===== src/rtl/round_pkg.sv =====
// Shared rounding-mode encodings and precision-dependent width helpers.
package round_pkg;

    typedef enum logic [1:0] {
        RM_ZERO      = 2'b00,
        RM_POS_INF   = 2'b01,
        RM_NEG_INF   = 2'b10,
        RM_NEAR_EVEN = 2'b11
    } round_mode_e;

    function automatic int unsigned dout_w(int unsigned is_double);
        return (is_double != 0) ? 53 : 24;
    endfunction

    // Products carry twice the result width; the low half is rounded away.
    function automatic int unsigned din_w(int unsigned is_double);
        return 2 * dout_w(is_double);
    endfunction

endpackage


===== src/rtl/rounding_module.sv =====
// Rounds an unsigned double-width product to its upper half; one registered cycle of latency.
module rounding_module
    import round_pkg::*;
#(
    parameter int unsigned  IS_DOUBLE = 0,
    localparam int unsigned DinW      = din_w(IS_DOUBLE),
    localparam int unsigned DoutW     = dout_w(IS_DOUBLE)
) (
    input  logic             clk_i,
    input  logic             rst_i,
    input  logic [DinW-1:0]  din_i,
    input  logic [1:0]       mode_i,
    output logic [DoutW-1:0] dout_o,
    output logic             exact_o
);

    logic [DoutW-1:0] hi, lo, dout_d, dout_q;
    logic             guard, sticky, inexact, round_up, exact_q;

    assign hi      = din_i[DinW-1:DoutW];
    assign lo      = din_i[DoutW-1:0];
    assign guard   = lo[DoutW-1];
    assign sticky  = |lo[DoutW-2:0];
    assign inexact = guard | sticky;

    always_comb begin
        round_up = 1'b0;
        unique case (mode_i)
            RM_ZERO, RM_NEG_INF: round_up = 1'b0;
            RM_POS_INF:          round_up = inexact;
            // Exact tie goes to the even neighbour.
            RM_NEAR_EVEN:        round_up = guard & (sticky | hi[0]);
            default:             round_up = 1'b0;
        endcase
    end

    assign dout_d = hi + DoutW'(round_up);

    always_ff @(posedge clk_i) begin
        if (rst_i) begin
            dout_q  <= '0;
            exact_q <= 1'b0;
        end else begin
            dout_q  <= dout_d;
            exact_q <= ~inexact;
        end
    end

    assign dout_o  = dout_q;
    assign exact_o = exact_q;

endmodule


===== src/rtl/round_arbiter.sv =====
// Round-robin arbiter sharing one rounding unit among N_REQ requesters,
// with a 2-entry result buffer and credit-based issue control.
module round_arbiter
    import round_pkg::*;
#(
    parameter int unsigned  IS_DOUBLE = 0,
    parameter int unsigned  N_REQ     = 4,
    localparam int unsigned DIN_W     = din_w(IS_DOUBLE),
    localparam int unsigned DOUT_W    = dout_w(IS_DOUBLE),
    localparam int unsigned TAG_W     = $clog2(N_REQ)
) (
    input  logic                   clk,
    input  logic                   rst,
    input  logic [N_REQ-1:0]       req_valid,
    output logic [N_REQ-1:0]       req_ready,
    input  logic [N_REQ*DIN_W-1:0] req_data,
    input  logic [N_REQ*2-1:0]     req_mode,
    output logic                   res_valid,
    input  logic                   res_ready,
    output logic [TAG_W-1:0]       res_tag,
    output logic [DOUT_W-1:0]      res_data,
    output logic                   res_acc,
    output logic                   busy
);

    typedef struct packed {
        logic [TAG_W-1:0]  tag;
        logic [DOUT_W-1:0] data;
        logic              acc;
    } res_entry_t;

    logic [TAG_W-1:0]  rr_ptr_q, rr_ptr_d, tag_q, gnt_idx, idx;
    logic [TAG_W:0]    sum;
    logic              inflight_q, wr_ptr_q, rd_ptr_q;
    logic [1:0]        cnt_q, cnt_d, occ;
    logic              pop, push, credit, gnt_found, xfer;
    logic [DIN_W-1:0]  rnd_din;
    logic [1:0]        rnd_mode;
    logic [DOUT_W-1:0] rnd_dout;
    logic              rnd_exact;
    res_entry_t        fifo_q [2];
    res_entry_t        head;

    assign res_valid = (cnt_q != 2'd0);
    assign pop       = res_valid & res_ready;
    assign push      = inflight_q;
    assign occ       = {1'b0, inflight_q} + cnt_q;
    assign credit    = (occ - {1'b0, pop}) < 2'd2;
    assign busy      = (occ != 2'd0);

    // First asserted request at or after rr_ptr, wrapping.
    always_comb begin
        gnt_found = 1'b0;
        gnt_idx   = '0;
        sum       = '0;
        idx       = '0;
        for (int unsigned k = 0; k < N_REQ; k++) begin
            sum = {1'b0, rr_ptr_q} + (TAG_W+1)'(k);
            if (sum >= (TAG_W+1)'(N_REQ)) begin
                sum = sum - (TAG_W+1)'(N_REQ);
            end
            idx = sum[TAG_W-1:0];
            if (!gnt_found && req_valid[idx]) begin
                gnt_found = 1'b1;
                gnt_idx   = idx;
            end
        end
    end

    // Gated by rst so req_ready drops immediately on reset assertion.
    assign xfer = rst & credit & gnt_found;

    always_comb begin
        req_ready = '0;
        if (xfer) begin
            req_ready[gnt_idx] = 1'b1;
        end
    end

    assign rnd_din  = xfer ? req_data[gnt_idx*DIN_W +: DIN_W] : '0;
    assign rnd_mode = xfer ? req_mode[gnt_idx*2 +: 2] : 2'b00;

    always_comb begin
        rr_ptr_d = rr_ptr_q;
        if (xfer) begin
            rr_ptr_d = (gnt_idx == TAG_W'(N_REQ - 1)) ? '0 : gnt_idx + TAG_W'(1);
        end
    end

    always_comb begin
        cnt_d = cnt_q;
        unique case ({push, pop})
            2'b10:   cnt_d = cnt_q + 2'd1;
            2'b01:   cnt_d = cnt_q - 2'd1;
            default: cnt_d = cnt_q;
        endcase
    end

    always_ff @(posedge clk or negedge rst) begin
        if (!rst) begin
            rr_ptr_q   <= '0;
            inflight_q <= 1'b0;
            tag_q      <= '0;
            cnt_q      <= 2'd0;
            wr_ptr_q   <= 1'b0;
            rd_ptr_q   <= 1'b0;
        end else begin
            rr_ptr_q   <= rr_ptr_d;
            inflight_q <= xfer;
            tag_q      <= gnt_idx;
            cnt_q      <= cnt_d;
            if (push) wr_ptr_q <= ~wr_ptr_q;
            if (pop)  rd_ptr_q <= ~rd_ptr_q;
        end
    end

    always_ff @(posedge clk) begin
        if (push) begin
            fifo_q[wr_ptr_q] <= '{tag: tag_q, data: rnd_dout, acc: rnd_exact};
        end
    end

    rounding_module #(
        .IS_DOUBLE(IS_DOUBLE)
    ) u_round (
        .clk_i  (clk),
        .rst_i  (~rst),
        .din_i  (rnd_din),
        .mode_i (rnd_mode),
        .dout_o (rnd_dout),
        .exact_o(rnd_exact)
    );

    // Buffer storage is not reset, so the head is masked when empty.
    assign head     = fifo_q[rd_ptr_q];
    assign res_tag  = res_valid ? head.tag  : '0;
    assign res_data = res_valid ? head.data : '0;
    assign res_acc  = res_valid ? head.acc  : 1'b0;

endmodule


===== config.mk =====
export PLATFORM = sky130hd
export DESIGN_NAME = round_arbiter
export DESIGN_NICKNAME = d
export VERILOG_FILES = /design/src/rtl/round_pkg.sv /design/src/rtl/rounding_module.sv /design/src/rtl/round_arbiter.sv
export SDC_FILE = /design/constraint.sdc
export NUM_CORES = 1
export LEC_CHECK = 0
export ABC_AREA = 1
export CELL_PAD_IN_SITES_DETAIL_PLACEMENT = 1
export CELL_PAD_IN_SITES_GLOBAL_PLACEMENT = 1
export CORE_MARGIN = 4
export CORE_UTILIZATION = 30
export DETAILED_ROUTE_END_ITERATION = 6
export PLACE_DENSITY_LB_ADDON = 0.1
export SKIP_CTS_REPAIR_TIMING = 1
export SYNTH_ARGS = -nofsm -noshare
export SYNTH_HDL_FRONTEND = slang
export SYNTH_SLANG_ARGS = --single-unit

===== constraint.sdc =====
create_clock -name clk -period 3.9 [get_ports clk]
set_input_delay 0.975 -clock clk [delete_from_list [all_inputs] [get_ports clk]]
set_output_delay 0.975 -clock clk [all_outputs]
set_load 0.02 [all_outputs]

# ---- After elaboration in Yosys (flattened, before gate mapping)
# Memory sizes are Yosys's and may differ from the RTL's.
# Index checks and enable logic that the tools add are counted.
dict set report totals {
  regBits 34
  latch_bits 0
  mem_bits_rw 54
  romBits 0
  input_bits 207
  wordCells 97
  mem_count 1
}
dict set report op_classes {
  addsub 13
  mul 1
  n_div 0
  n_lt_le_gt_ge 11
  eq_ne 6
  shifts 2
  n_mux 33
  bitwise_logic 9
  reduce_logical 13
}
# memory depth word_bits read_ports rd_ports_with_merged_regs wr line
set mem_list {}
lappend mem_list {fifo_q 2 27 1 0 1 round_arbiter.sv:41} ;# res_entry_t fifo_q [2];
# cell n
set ops {}
lappend ops {{$shiftx 192x9->48} 1}
lappend ops {{$mux 48} 1}
lappend ops {{$add 24x1->24} 1}
lappend ops {{$mux 24} 1}
lappend ops {{$reduce_or 23->1} 1}
lappend ops {{$mux 2} 11}
lappend ops {{$lt 2x3->1 const B} 5}
lappend ops {{$mux 1} 12}
lappend ops {{$sub 2x1->2 const B} 5}
lappend ops {{$ge 3x3->1 const B} 3}
lappend ops {{$bmux 1 s2} 4}
lappend ops {{$eq 2x2->1 const B} 4}
lappend ops {{$shiftx 8x4->2} 1}
lappend ops {{$add 2x2->3 const B} 2}
lappend ops {{$reduce_bool 2->1} 3}
lappend ops {{$add 2x1->2 const B} 2}
lappend ops {{$and 1x1->1} 4}
lappend ops {{$eq 2x1->1 const B} 2}
lappend ops {{$logic_and 1x1->1} 4}
lappend ops {{$mul 2x2->4 const B} 1}
lappend ops {{$mux 4} 1}
lappend ops {{$pmux 2 s2} 1}
lappend ops {{$add 2x1->3 const B} 1}
lappend ops {{$ge 2x3->1 const B} 1}
lappend ops {{other kinds (11)} 16}

# ---- Longest topological paths before layout
dict set report depth {
  ltp_word 22
  depth_mapped 29
}

# ---- By module
# Synthesis repeated with hierarchy kept, for this count alone.
dict set report hier_totals {
  cells_unflattened 1076
  hier_area_um2 7015.5
}
# mod n_inst cells_per_inst area_each_um2 seq_area_each_um2
set modules_own_cells {}
lappend modules_own_cells {round_arbiter 1 866 5656.7 1846.8}
lappend modules_own_cells {rounding_module 1 210 1358.8 500.5}

# ---- Least setup slack after synthesis
# Ideal clock, no wire load.
dict set report synth_timing {
  path_type {input-to-reg}
  startpoint {input port req_valid[2]}
  endpoint {register u_round.dout_q[14], in the netlist u_round.dout_o[14]}
  setup_time_ps 118
  arrival_time_ps 3567
  t_required_ps 3782
  setup_slack_ps 215
  cell_stages 25
  path_cell_list {inv_1 nand2_1 nand3_2 nand2_2 inv_2 nand2_2 nand2_4 nand2_2 nor2_4 buf_4 buf_4 o21ai_0 nand3_1 nand3_1 a21oi_1 nand4_1 nand2_1 ha_1 ha_1 inv_1 nor2_1 nand2_2 nor2_4 nand2_1 xor2_1}
}
dict set report synth_via {
  elab_chain_len 20
  word_cells_on_any_way 39
  classes_between {add/sub: 1; mul: 1; eq/ne: 3; shift: 2; mux: 19; bitwise: 4; reduce/logical: 9}
}
# item line
set synth_rtl {}
lappend synth_rtl {{start: declaration} round_arbiter.sv:14} ;# input logic [N_REQ-1:0] req_valid,
lappend synth_rtl {{$bmux 1 s2} round_arbiter.sv:63} ;# if (!gnt_found && req_valid[idx]) begin
lappend synth_rtl {{$mux 1 (not written as such)} round_arbiter.sv:63}
lappend synth_rtl {{$mux 1} round_arbiter.sv:63}
lappend synth_rtl {{$logic_not 1->1} round_arbiter.sv:63}
lappend synth_rtl {{$logic_and 1x1->1} round_arbiter.sv:63}
lappend synth_rtl {{$mux 1} round_arbiter.sv:63}
lappend synth_rtl {{$logic_not 1->1} round_arbiter.sv:63}
lappend synth_rtl {{$logic_and 1x1->1} round_arbiter.sv:63}
lappend synth_rtl {{[... 4 more ...]} -}
lappend synth_rtl {{named net gnt_idx[0]} round_arbiter.sv:32} ;# logic [TAG_W-1:0] rr_ptr_q, rr_ptr_d, tag_q, gnt_idx, idx;
lappend synth_rtl {{$mul 2x2->4} round_arbiter.sv:80} ;# assign rnd_din = xfer ? req_data[gnt_idx*DIN_W +: DIN_W] : '0;
lappend synth_rtl {{$shiftx 192x9->48} round_arbiter.sv:80}
lappend synth_rtl {{$mux 48} round_arbiter.sv:80}
lappend synth_rtl {{$reduce_or 23->1} rounding_module.sv:23} ;# assign sticky = |lo[DoutW-2:0];
lappend synth_rtl {{$or 1x1->1} rounding_module.sv:32} ;# RM_NEAR_EVEN: round_up = guard & (sticky | hi[0]);
lappend synth_rtl {{$and 1x1->1} rounding_module.sv:32}
lappend synth_rtl {{$pmux 1 s3} rounding_module.sv:28} ;# unique case (mode_i)
lappend synth_rtl {{$add 24x1->24 *} rounding_module.sv:37} ;# assign dout_d = hi + DoutW'(round_up);
lappend synth_rtl {{end signal: assignment} rounding_module.sv:44} ;# dout_q <= dout_d;
lappend synth_rtl {{end: declaration} rounding_module.sv:17} ;# logic [DoutW-1:0] hi, lo, dout_d, dout_q;
# The timed path passes the listed nets; every way through them passes the cells marked *. The select of a mux whose other input is x is not followed.
# A chain may end at the register's enable or synchronous reset.

# ---- Worst setup path in the final report
dict set report layout_timing {
  startpoint {input port req_valid[2]}
  endpoint {output port req_ready[3]}
}
dict set report layout_via {
  elab_chain_len 17
  word_cells_on_any_way 29
  classes_between {order compare: 2; mux: 19; bitwise: 1; reduce/logical: 7}
}
# item line
set layout_rtl {}
lappend layout_rtl {{$bmux 1 s2} round_arbiter.sv:63}
lappend layout_rtl {{$mux 1 (not written as such)} round_arbiter.sv:63}
lappend layout_rtl {{$mux 1} round_arbiter.sv:63}
lappend layout_rtl {{$logic_not 1->1} round_arbiter.sv:63}
lappend layout_rtl {{$logic_and 1x1->1} round_arbiter.sv:63}
lappend layout_rtl {{$mux 1} round_arbiter.sv:63}
lappend layout_rtl {{$logic_not 1->1} round_arbiter.sv:63}
lappend layout_rtl {{$logic_and 1x1->1} round_arbiter.sv:63}
lappend layout_rtl {{$mux 1} round_arbiter.sv:63}
lappend layout_rtl {{$logic_not 1->1} round_arbiter.sv:63}
lappend layout_rtl {{$logic_and 1x1->1} round_arbiter.sv:63}
lappend layout_rtl {{$mux 2} round_arbiter.sv:63}
lappend layout_rtl {{$lt 2x3->1 (not written as such) or $ge 2x1->1 (tied branches)} round_arbiter.sv:76} ;# req_ready[gnt_idx] = 1'b1;
lappend layout_rtl {{$logic_and 1x1->1 (not written as such)} round_arbiter.sv:76}
lappend layout_rtl {{$mux 1 (not written as such)} round_arbiter.sv:76}
lappend layout_rtl {{$demux 1 s2} round_arbiter.sv:76}
lappend layout_rtl {{$mux 4 *} round_arbiter.sv:75} ;# if (xfer) begin
lappend layout_rtl {{end: declaration} round_arbiter.sv:15} ;# output logic [N_REQ-1:0] req_ready,
# Mark *: on every way between the ends. The rest lies on a longest branch, timed or not. The select of a mux whose other input is x is not followed.

==> metrics <==
pwr/cell area=853.1 mW/mm2; HPWL after detailed placement=16.98 mm; Pleak=3.734 nW; Clock Skew=0.003367 ns; Worst Tran Pin Value=1.100 ns; Skew-Pair Late Insertion Delay=0.33 ns; sequential share of the synthesized area=0.4189; synth top area cells=edfxtp_1 (29%), nand2_1 (15%), dfxtp_1 (8.9%); DR WL/cell=16.54 um; Final Critical Period=3.630 ns; clk buf depth=2; Synth top area share=0.2894; CTS sink cnt=88; Rows=49; sequential cell fraction of total power=0.192; period utilization=0.9308; Worst Setup End Kind=primary output; hold crit path type=flop to flop; initial core utilization=0.3087; asr flop ratio synth=0.1023; Commonest cells post-synth=nand2_1 (223), nand3_1 (70), edfxtp_1 (54), inv_1 (54), nand4_1 (45); Syn. warnings=0; total gr overflow=0; initial antenna violation count=2; Final Max Tran Viols=0; first-pass GRT wire length=31.28 mm; Avg Cell Area, Syn=7.739 um2; initial DRC count=194; Post-DRT Antenna Nets=0; Worst Path Max Fanout=8; dominant cell type by area after synthesis=edfxtp_1; met1 wire length=8.672 mm; DIE AREA=0.02093 mm2; Max Cap Violations=0; status=completed; Slew HR=0.2660; CTS Buf Count=9; core area=0.01815 mm2; Port Buf Inserts=239; Final GP Congestion=0.8298; Max Freq=275.5 MHz; Pre-antenna DRT Iters=4; H-tree depth=3; number of enable flip-flop cells after synthesis=54; Synth Flop Type=edfxtp_1; Internal=3.795 mW; FF+latch count, synth=88; CTS clk-pin slew, worst paths=0.06 ns; share of layout cells above drive strength 1=0.1499; Die X=144.7 um; total power=7.537 mW; synth unique cells=35; metal3 WL=1.157 mm; # DRC=0; Data arrival, critical path=2.66 ns; TritonCTS clock tree=done; pin count of the biggest net entering global routing=32; CTS root buf=clkbuf_16; Synthesized Nets=939; Critical Path Source Type=input pin; Vias/cell=4.721; Die H=144.7 um; sw frac=0.4965; nets@finish=1211; met2 wire length=10.30 mm; final design utilization=0.4868; Clock Power Share=0.100; Cells after Synth=724; highest metal used=met5; vias in the first global route=6007; combinational share of power=0.708; total global-route track usage=0.1916; # IOs=240; Syn Std Cell Area=0.005603 mm2; final WL=20.36 mm; setup violators final=0; Setup Crit Path Kind=input pin to primary output; Via Count=5811; NetSw=3.742 mW; most common cell in the netlist=nand2_1; Critical Path RT=2.92 ns; setup repair after global routing missed its margin=no; synth-to-layout area growth=57.68%; Hold WS=0.4260 ns; endpoints failing hold=0; VDD IR max=0.0003184 V
final cells by class:
class                           instances  area (um2)
Antenna cell                            1       2.502
Clock buffer                           11       232.7
Clock inverter                          5       32.53
Fill cell                            2170        9313
Inverter                               65       246.5
Multi-Input combinational cell        538        2838
Sequential cell                        88        2347
Tap cell                              229       286.5
Timing Repair Buffer                  294        2849
cells in the final DEF, fill, tap and decap left out, types with 9 or more instances in the layout:
cell type,n
clkdlybuf4s50_1,231
nand2_1,220
nand3_1,68
edfxtp_1,54
inv_1,51
buf_4,51
nand4_1,45
nor2_1,38
a21oi_1,31
dfxtp_1,25
nand2_2,20
nor4_1,20
nor2_2,17
o21ai_0,15
nand3_2,14
inv_2,13
xor2_1,10
clkbuf_16,9
dfrtp_1,9
state kept, by name, summed over array words and instances, names as in the netlist:
signal           count
inflight_q           1
tag_q                2
wr_ptr_q             1
u_round.exact_o      1
fifo_q              54
cnt_q                2
u_round.dout_o      24
rd_ptr_q             1
rr_ptr_q             2
metal layers:
metal  track usage  vias to the layer above
met5             0                        -
met3       0.04239                       17
met4       0.04320                        2
li1              -                     2972
met1        0.2378                     2672
met2        0.3406                      148
cells by family (layout without fill, tap and decap cells):
| family | after synthesis | count (layout) | share of synthesized area |
|---|---|---|---|
| flops | 88 | 88 | 0.4189 |
| fa+ha+maj | 8 | 8 | 0.01787 |
| compound gates | 55 | 55 | 0.05069 |
| xor+xnor | 15 | 15 | 0.02345 |
| other cells | 0 | 1 | 0 |
| simple gates | 460 | 460 | 0.4022 |
| buf+inv | 98 | 375 | 0.08687 |
worst paths after layout:
| kind | endpoint | depth (start not counted) | start | slack, ns |
|---|---|---|---|---|
| max | req_ready[3] | 15 | req_valid[2] | 0.27 |
| min | fifo_q[0][1] | 0 | u_round.dout_o[0] | 0.43 |
| max reg2reg | u_round.dout_o[9] | 24 | rr_ptr_q[0] | 0.47 |
| min reg2reg | fifo_q[0][1] | 0 | u_round.dout_o[0] | 0.43 |
| max in group asynchronous | inflight_q | 2 | rst | 2.76 |
| min in group asynchronous | tag_q[1] | 2 | rst | 0.98 |
stage by stage:
stage                     cells  worst slack, ns  TNS (ns)  cell area (um2)
after global placement     1209          -0.2734    -4.151             8432
after CTS                  1225          -0.3325    -1.536             8697
after global routing       1231          0.01531         0             8835
after floorplan             724           0.2154         0             5603
final                      1231           0.2699         0             8835
after detailed placement   1209          -0.4143    -7.186             8432
critical path, stage by stage:
cell,delay [ns]
dlymetal6s2s_1,0.13
inv_1,0.08
nand2_1,0.09
nand3_2,0.09
nand2_2,0.11
inv_2,0.10
nand2_2,0.07
nand2_4,0.08
nand2_2,0.06
nor2_4,0.22
buf_4,0.15
ha_1,0.13
inv_1,0.04
nor2_1,0.08
dlymetal6s2s_1,0.25
power by group through the flow:
stage	clock (mW)	combinational [mW]	sequential (mW)
detailed placement	0	5.26	1.46
floorplan	0	3.47	1.42
CTS	0.771	5.29	1.45
global placement	0	5.19	1.45
global route	0.810	5.98	1.47
finish	0.752	5.34	1.45
Power figures use the tool's default switching activity.
